## src/rtl/mux2_rr_arbiter.sv

```systemverilog
// mux2_rr_arbiter
// Round-robin arbiter and sequencer placed in front of a 2:1 data mux.
// Two requesters share one output path. The block grants one requester at a
// time and keeps that grant while its owner holds the request. The mux select
// is driven from a registered state. When both sides request from idle, the
// requester that was not granted most recently wins.
//
// Optional feature: define MUX2_ARB_TIMEOUT_EN to add a hold counter. With the
// counter, an owner that has held the path for TIMEOUT cycles is pre-empted
// if the other side is waiting. Without the macro the grant is held for as
// long as the owner requests.
module mux2_rr_arbiter #(
    parameter int DATA_W  = 1,
    parameter int TIMEOUT = 8
) (
    input  logic              clk,
    input  logic              rst_n,
    input  logic              req0,
    input  logic              req1,
    input  logic [DATA_W-1:0] d0,
    input  logic [DATA_W-1:0] d1,
    output logic              gnt0,
    output logic              gnt1,
    output logic              s,
    output logic              valid,
    output logic [DATA_W-1:0] y
);

    localparam logic [1:0] ST_IDLE = 2'b00;
    localparam logic [1:0] ST_GNT0 = 2'b01;
    localparam logic [1:0] ST_GNT1 = 2'b10;

    // The hold counter is 8 bits wide, so the hold limit must fit in it.
    if (TIMEOUT < 2 || TIMEOUT > 255) begin : g_timeout_range_check
        $error("mux2_rr_arbiter: TIMEOUT must be in 2..255");
    end

    logic [1:0] r_state;
    logic       r_last;     // index of the most recently granted requester
    logic       r_s;
    logic [1:0] w_next_state;
    logic       w_enter;    // a new grant starts at the coming edge
    logic       w_expired;  // the current owner has used up its hold budget

`ifdef MUX2_ARB_TIMEOUT_EN
    logic [7:0] r_cnt;

    assign w_expired = (r_cnt >= 8'(TIMEOUT - 1));

    // Hold counter: cleared on each grant entry, counts cycles spent in a grant
    always_ff @(posedge clk or negedge rst_n) begin
        if (!rst_n) begin
            r_cnt <= 8'd0;
        end else if (w_enter) begin
            r_cnt <= 8'd0;
        end else if (r_state != ST_IDLE && r_cnt != 8'hFF) begin
            r_cnt <= r_cnt + 8'd1;
        end
    end
`else
    // There is no hold limit, so an owner is never pre-empted.
    assign w_expired = 1'b0;
`endif

    // Next-state arbitration; the outputs depend only on registers
    always_comb begin
        w_next_state = r_state;
        case (r_state)
            ST_IDLE: begin
                if (req0 && !req1) begin
                    w_next_state = ST_GNT0;
                end else if (req1 && !req0) begin
                    w_next_state = ST_GNT1;
                end else if (req0 && req1) begin
                    w_next_state = r_last ? ST_GNT0 : ST_GNT1;
                end else begin
                    w_next_state = ST_IDLE;
                end
            end
            ST_GNT0: begin
                if (!req0) begin
                    w_next_state = req1 ? ST_GNT1 : ST_IDLE;
                end else if (w_expired && req1) begin
                    w_next_state = ST_GNT1;
                end else begin
                    w_next_state = ST_GNT0;
                end
            end
            ST_GNT1: begin
                if (!req1) begin
                    w_next_state = req0 ? ST_GNT0 : ST_IDLE;
                end else if (w_expired && req0) begin
                    w_next_state = ST_GNT0;
                end else begin
                    w_next_state = ST_GNT1;
                end
            end
            default: w_next_state = ST_IDLE;
        endcase
    end

    assign w_enter = (w_next_state != ST_IDLE) && (w_next_state != r_state);

    // State, round-robin pointer and registered mux select
    always_ff @(posedge clk or negedge rst_n) begin
        if (!rst_n) begin
            r_state <= ST_IDLE;
            r_last  <= 1'b1;
            r_s     <= 1'b0;
        end else begin
            r_state <= w_next_state;
            if (w_enter) begin
                r_last <= (w_next_state == ST_GNT1);
            end
            // The select changes only when a grant starts and holds through idle.
            if (w_next_state == ST_GNT1) begin
                r_s <= 1'b1;
            end else if (w_next_state == ST_GNT0) begin
                r_s <= 1'b0;
            end
        end
    end

    assign gnt0  = (r_state == ST_GNT0);
    assign gnt1  = (r_state == ST_GNT1);
    assign s     = r_s;
    assign valid = gnt0 | gnt1;
    assign y     = valid ? (r_s ? d1 : d0) : '0;

endmodule

```

## config.mk

```make
export PLATFORM = sky130hd
export DESIGN_NAME = mux2_rr_arbiter
export DESIGN_NICKNAME = d
export VERILOG_FILES = /design/src/rtl/mux2_rr_arbiter.sv
export SDC_FILE = /design/constraint.sdc
export NUM_CORES = 1
export LEC_CHECK = 0
export ABC_AREA = 1
export CAP_MARGIN = 30
export CELL_PAD_IN_SITES_DETAIL_PLACEMENT = 0
export CELL_PAD_IN_SITES_GLOBAL_PLACEMENT = 1
export CORE_AREA = 3 3 40 42
export CTS_CLUSTER_SIZE = 10
export DETAILED_ROUTE_END_ITERATION = 8
export DIE_AREA = 0 0 43 45
export PLACE_DENSITY_LB_ADDON = 0.15
export SYNTH_ARGS = -nofsm -noshare
export SYNTH_HDL_FRONTEND = slang
export SYNTH_SLANG_ARGS = --single-unit
```

## constraint.sdc

```tcl
create_clock -name clk -period 2.4 [get_ports clk]
set_input_delay 0.24 -clock clk [delete_from_list [all_inputs] [get_ports clk]]
set_output_delay 0.24 -clock clk [all_outputs]
set_load 0.02 [all_outputs]
```

# Word level (Yosys, flattened, before mapping)

Cells that the tools add are included.

Flip-flop bits (word level): 4
Input port bits: 6

Equal/unequal tests: 5
Multiplexer cells: 13
Bitwise operators: 1
Reductions and logical operators: 9

Operators by type and width:

| operator           | count |
|---|---|
| $mux 2             | 7 |
| $pmux 2 s3         | 1 |
| $mux 1             | 5 |
| $eq 2x1->1 const B | 2 |
| $eq 2x2->1 const B | 2 |
| $logic_and 1x1->1  | 4 |
| $reduce_bool 2->1  | 2 |
| $logic_not 1->1    | 2 |
| $logic_not 2->1    | 1 |
| $ne 2x2->1         | 1 |
| $or 1x1->1         | 1 |

# Longest topological paths before layout

Word-level depth: 8
Mapped depth: 12

# Worst setup path before layout

No wires, ideal clock.

Kind: reg2reg
Start point: reg r_state[0]
End point: reg r_s (netlist: s)
Arrival: 1474 ps
Required time: 2274 ps
Path slack: 800 ps
Cell stages (with the launch flop): 9
Clock period less this slack: 1600 ps
Cells stage by stage: dfrtp_1 -> inv_1 -> ha_1 -> a21oi_1 -> nand2_1 -> nand2_2 -> ha_1 -> nand2_1 -> o21ai_0

Word-level cells in the longest chain between the ends: 4

Ends and longest elaborated chain:

| element                                            | RTL line | text |
|---|---|---|
| start, declared                                    | 38       | `logic [1:0] r_state;` |
| start signal, assigned                             | 111      | `r_state <= w_next_state;` |
| $eq 2x2->1 *                                       | -        |  |
| named net gnt1                                     | 23       | `output logic gnt1,` |
| $pmux 2 s3 *                                       | 68       | `case (r_state)` |
| $eq 2x2->1 / $eq 2x1->1 (equally long branches)    | 116, 118 |  |
| $mux 1 / $reduce_bool 2->1 (equally long branches) | -        |  |
| end signal, assigned                               | 109      | `r_s <= 1'b0;` |
| end signal, assigned                               | 117      | `r_s <= 1'b1;` |
| end signal, assigned                               | 119      | `r_s <= 1'b0;` |
| end, declared                                      | 40       | `logic r_s;` |

The timed path passes the listed nets; every way through them passes the cells marked *.
A chain may end at the register's enable or synchronous reset.

# Worst setup path in the final report

Start point: reg r_state[0]
End point: out y

Word-level cells in the longest chain between the ends: 3

Ends and longest elaborated chain:

| element                                         | RTL line | text |
|---|---|---|
| $eq 2x1->1 / $eq 2x2->1 (equally long branches) | 124, 125 |  |
| $or 1x1->1 *                                    | 127      | `assign valid = gnt0 \| gnt1;` |
| $mux 1 *                                        | 128      | `assign y = valid ? (r_s ? d1 : d0) : '0;` |
| end, declared                                   | 26       | `output logic [DATA_W-1:0] y` |

Every way passes the cells marked *; elsewhere a longest branch is shown, timed or not.

==> flow_summary.json <==
{
  "status": "completed",
  "grt_util_all_layers_pct": 8.44,
  "yosysSeqAreaShare_pct": 29.6,
  "grt-ovfl-total": 0,
  "cts_buffer_depth": 2,
  "wl_met3_um": 41,
  "seq_area_um2": 101,
  "cts.repair.resized": 0,
  "std_cell_rows": 13,
  "synth-edff-count": 0,
  "path_class": "register to output pin",
  "grt_max_degree": 5,
  "grt_setup_unrepaired": "no",
  "yosysWarnings": 0,
  "cts.htree.levels": 1,
  "drt_drc_violations_left": 0,
  "clk_latency_ns": 0.24,
  "die_y_um": 45,
  "die_area_um2": 1940,
  "synthArstFlopShare_pct": 100,
  "syn_inst": 47,
  "area_growth_pct": 42.3,
  "ir_drop_uv": 399,
  "max_freq_mhz": 489,
  "layout_setup_ws_ns": 0.356,
  "skew_ns": 0.00485,
  "maxCapViolCount": 0,
  "p_per_area_nw_per_um2": 1400,
  "drt_pass1_iterations": 2,
  "cts.clk_slew.worst_paths_ns": 0.04,
  "clkSinkCount": 4,
  "routabilityCongestion": 0.734,
  "final_antenna_net_count": 0,
  "setup-tns-final_ns": 0,
  "wl_met2_um": 348,
  "crit_required_ns": 2.16,
  "multiInputGateArea_um2": 204,
  "nets": 74,
  "wl_met1_um": 287,
  "drive_gt1_share_pct": 16.4,
  "vias": 316,
  "relSlewSlack_pct": 85.3,
  "numCtsBuffers": 3,
  "cp_max_fo": 4,
  "fillerInstances": 136,
  "dpl_worst_slack_ns": 0.594,
  "ys_dominant_reg_cell": "dfrtp_1",
  "start_util_pct": 26.7,
  "synth_top_area_share_pct": 21.9,
  "ys_top_cells_by_count": "inv_1 (10), nand2_1 (10), ha_1 (6), nand2_2 (5), nor2_1 (4)",
  "worst_pin_slew_ns": 0.219,
  "grt_pass1_vias": 295,
  "min_path_type": "input pin to async pin",
  "critPathLaunchType": "register",
  "wl_um": 686,
  "endpoint_kind": "output pin",
  "diodes": 0,
  "synth_area_leaders": "dfrtp_1 (22%), ha_1 (22%), inv_1 (11%)",
  "port_buffers": 10,
  "synth-seq-cells": 4,
  "cts_root_buf": "clkbuf_4",
  "syn_avg_cell_area_um2": 7.29,
  "setup_viol": 0,
  "drt_iter0_markers": 5,
  "cts_setup_buffers": 0,
  "hold_buffers": 0,
  "cts_tree": "yes",
  "antenna_found_initial": 0,
  "die_x_um": 43,
  "grt_pass1_wl_um": 1160,
  "critPathArrivalTime_ns": 1.80,
  "syn_nets": 59,
  "core_um2": 1280,
  "syn_area_um2": 343,
  "highest_layer": "met4",
  "finalMaxSlewViolations": 0,
  "synth_cell_types": 12,
  "hold_violations": 0,
  "vias_per_cell": 4.16,
  "power.leakage_nw": 0.261,
  "wire_per_inst_um": 9.03,
  "ios": 11,
  "post-route-min-period_ns": 2.04,
  "period_share_pct": 85.2,
  "place_hpwl_um": 593,
  "yosysTopAreaCell": "dfrtp_1"
}
[layout make-up]
| class | instances | area share [%] |
|---|---|---|
| inverter | 10 | 7.69 |
| sequential | 4 | 20.8 |
| multi-input combinational | 33 | 41.8 |
| clock buffer | 4 | 5.38 |
| tap | 15 | 3.85 |
| timing repair buffer | 10 | 20.5 |
[cells in the final DEF (no fill, tap or decap)]
cell type / n
o21ai_1: 1
nand3_2: 1
dfrtp_1: 3
nand2_2: 5
nand2_1: 10
a21oi_1: 1
o21ai_0: 2
ha_1: 6
clkbuf_4: 3
inv_1: 10
clkbuf_1: 1
nor2_1: 4
nand3_1: 3
clkdlybuf4s50_1: 10
dfstp_2: 1
[logic make-up (layout without fill, tap and decap cells)]
| logic type | count (synthesis) | after routing | synth area share, % |
|---|---|---|---|
| AOI/OAI and AO/OA | 4 | 4 | 5.84 |
| adders and majority gates | 6 | 6 | 21.9 |
| buffers and inverters | 10 | 24 | 11.0 |
| DFF | 4 | 4 | 29.6 |
| and+or+nand+nor | 23 | 23 | 31.8 |
[layer usage]
| metal | vias to the layer above | global-route usage [%] |
|---|---|---|
| met5 | - | 0 |
| met4 | 0 | 7.23 |
| met3 | 2 | 2.39 |
| met2 | 6 | 13.8 |
| met1 | 140 | 9.00 |
| li1 | 168 | - |
[worst paths after layout]
path	from	endpoint	slack, ns	depth (start not counted)
worst max-delay path	r_state[0]$_DFF_PN0_	y	0.36	5
worst min-delay path	rst_n	r_state[0]$_DFF_PN0_	0.21	1
worst max register to register	r_state[0]$_DFF_PN0_	s$_DFFE_PN0P_	0.81	8
worst min register to register	r_last$_DFFE_PN1P_	r_last$_DFFE_PN1P_	0.48	2
max in group asynchronous	rst_n	r_last$_DFFE_PN1P_	1.95	1
min in group clk	r_last$_DFFE_PN1P_	r_last$_DFFE_PN1P_	0.48	2
[registers in the layout, indices dropped and copies added, names as in the netlist]
signal and cells:
r_last 1, r_state 2, s 1
[per-stage QoR]
| stage | total power [mW] | utilization, % | area [µm²] | hold slack [ns] | cells |
|---|---|---|---|---|---|
| after detailed placement | 0.601 | 35.9 | 462 | 0.461 | 72 |
| after floorplan | 0.451 | - | 343 | -0.0556 | 47 |
| after global placement | 0.608 | 35.9 | 462 | 0.461 | 72 |
| after global routing | 0.761 | 38.0 | 488 | 0.205 | 76 |
| final | 0.685 | 38.0 | 488 | 0.208 | 76 |
| after CTS | 0.699 | 38.0 | 488 | 0.205 | 76 |
[power by group]
group | switching, mW | internal (mW)
Combinational | 0.264 | 0.200
Sequential | 0.0271 | 0.101
Clock | 0.0292 | 0.0625
[worst max-delay path, stage by stage (launching register included)]
cell and delay, ns:
dfrtp_1 0.39, inv_1 0.10, ha_1 0.30, o21ai_0 0.08
nor2_1 0.09, clkdlybuf4s50_1 0.61
Note: power is estimated with default switching activity, not from simulation.
==> RTL change (same flow settings) <==
The option `MUX2_ARB_TIMEOUT_EN` is turned on by a define.
--- a/src/rtl/mux2_rr_arbiter.sv
+++ b/src/rtl/mux2_rr_arbiter.sv
@@ -9,6 +9,8 @@
 // counter, an owner that has held the path for TIMEOUT cycles is pre-empted
 // if the other side is waiting. Without the macro the grant is held for as
 // long as the owner requests.
+`define MUX2_ARB_TIMEOUT_EN
+
 module mux2_rr_arbiter #(
     parameter int DATA_W  = 1,
     parameter int TIMEOUT = 8
Function: changed (a bounded check fails within 10 cycles, from zero or initial values and one cycle with rst_n low).
==> RTL change against the unedited design <==
- the flow now stops in global placement
- synthesized area grew 140%
==> RTL change: results (changes against the unedited design) <==
status: stopped before the end
Last stage: global placement
Error: [ERROR FLW-0024] Place density exceeds 1.0 (current PLACE_DENSITY_LB_ADDON =  0.15). Please check if the value of  PLACE_DENSITY_LB_ADDON is between 0 and 0.99.
Mapped Nets: 117 (+98%)
Commonest cells post-synth: 20 x nand2_1, 12 x inv_1, 11 x dfrtp_1, 9 x nor2_1
post-synth cell types: 23 (+11)
synthesis warning total: 0 (unchanged)
top post-synthesis cells by area: dfrtp_1 33%, ha_1 11%, nand2_1 9.0%
input/output buffers: 10 (unchanged)
post-synthesis sequential area ratio: 36.2% (+6.7 points)
fraction of registers with async set/reset: 100% (unchanged)
cells after synthesis: 104 (+120%)
ys flop type: dfrtp_1
Rows: 13 (unchanged)
FF+latch count, synth: 12 (+8)
-- RTL change: cell families after synthesis --
family / after synthesis / synth area share [%]
compound gates: 16 / 12.0
xor+xnor: 6 / 6.32
fa+ha+maj: 7 / 10.5
buf+inv: 15 / 6.77
flops: 12 / 36.2
simple gates: 48 / 28.1
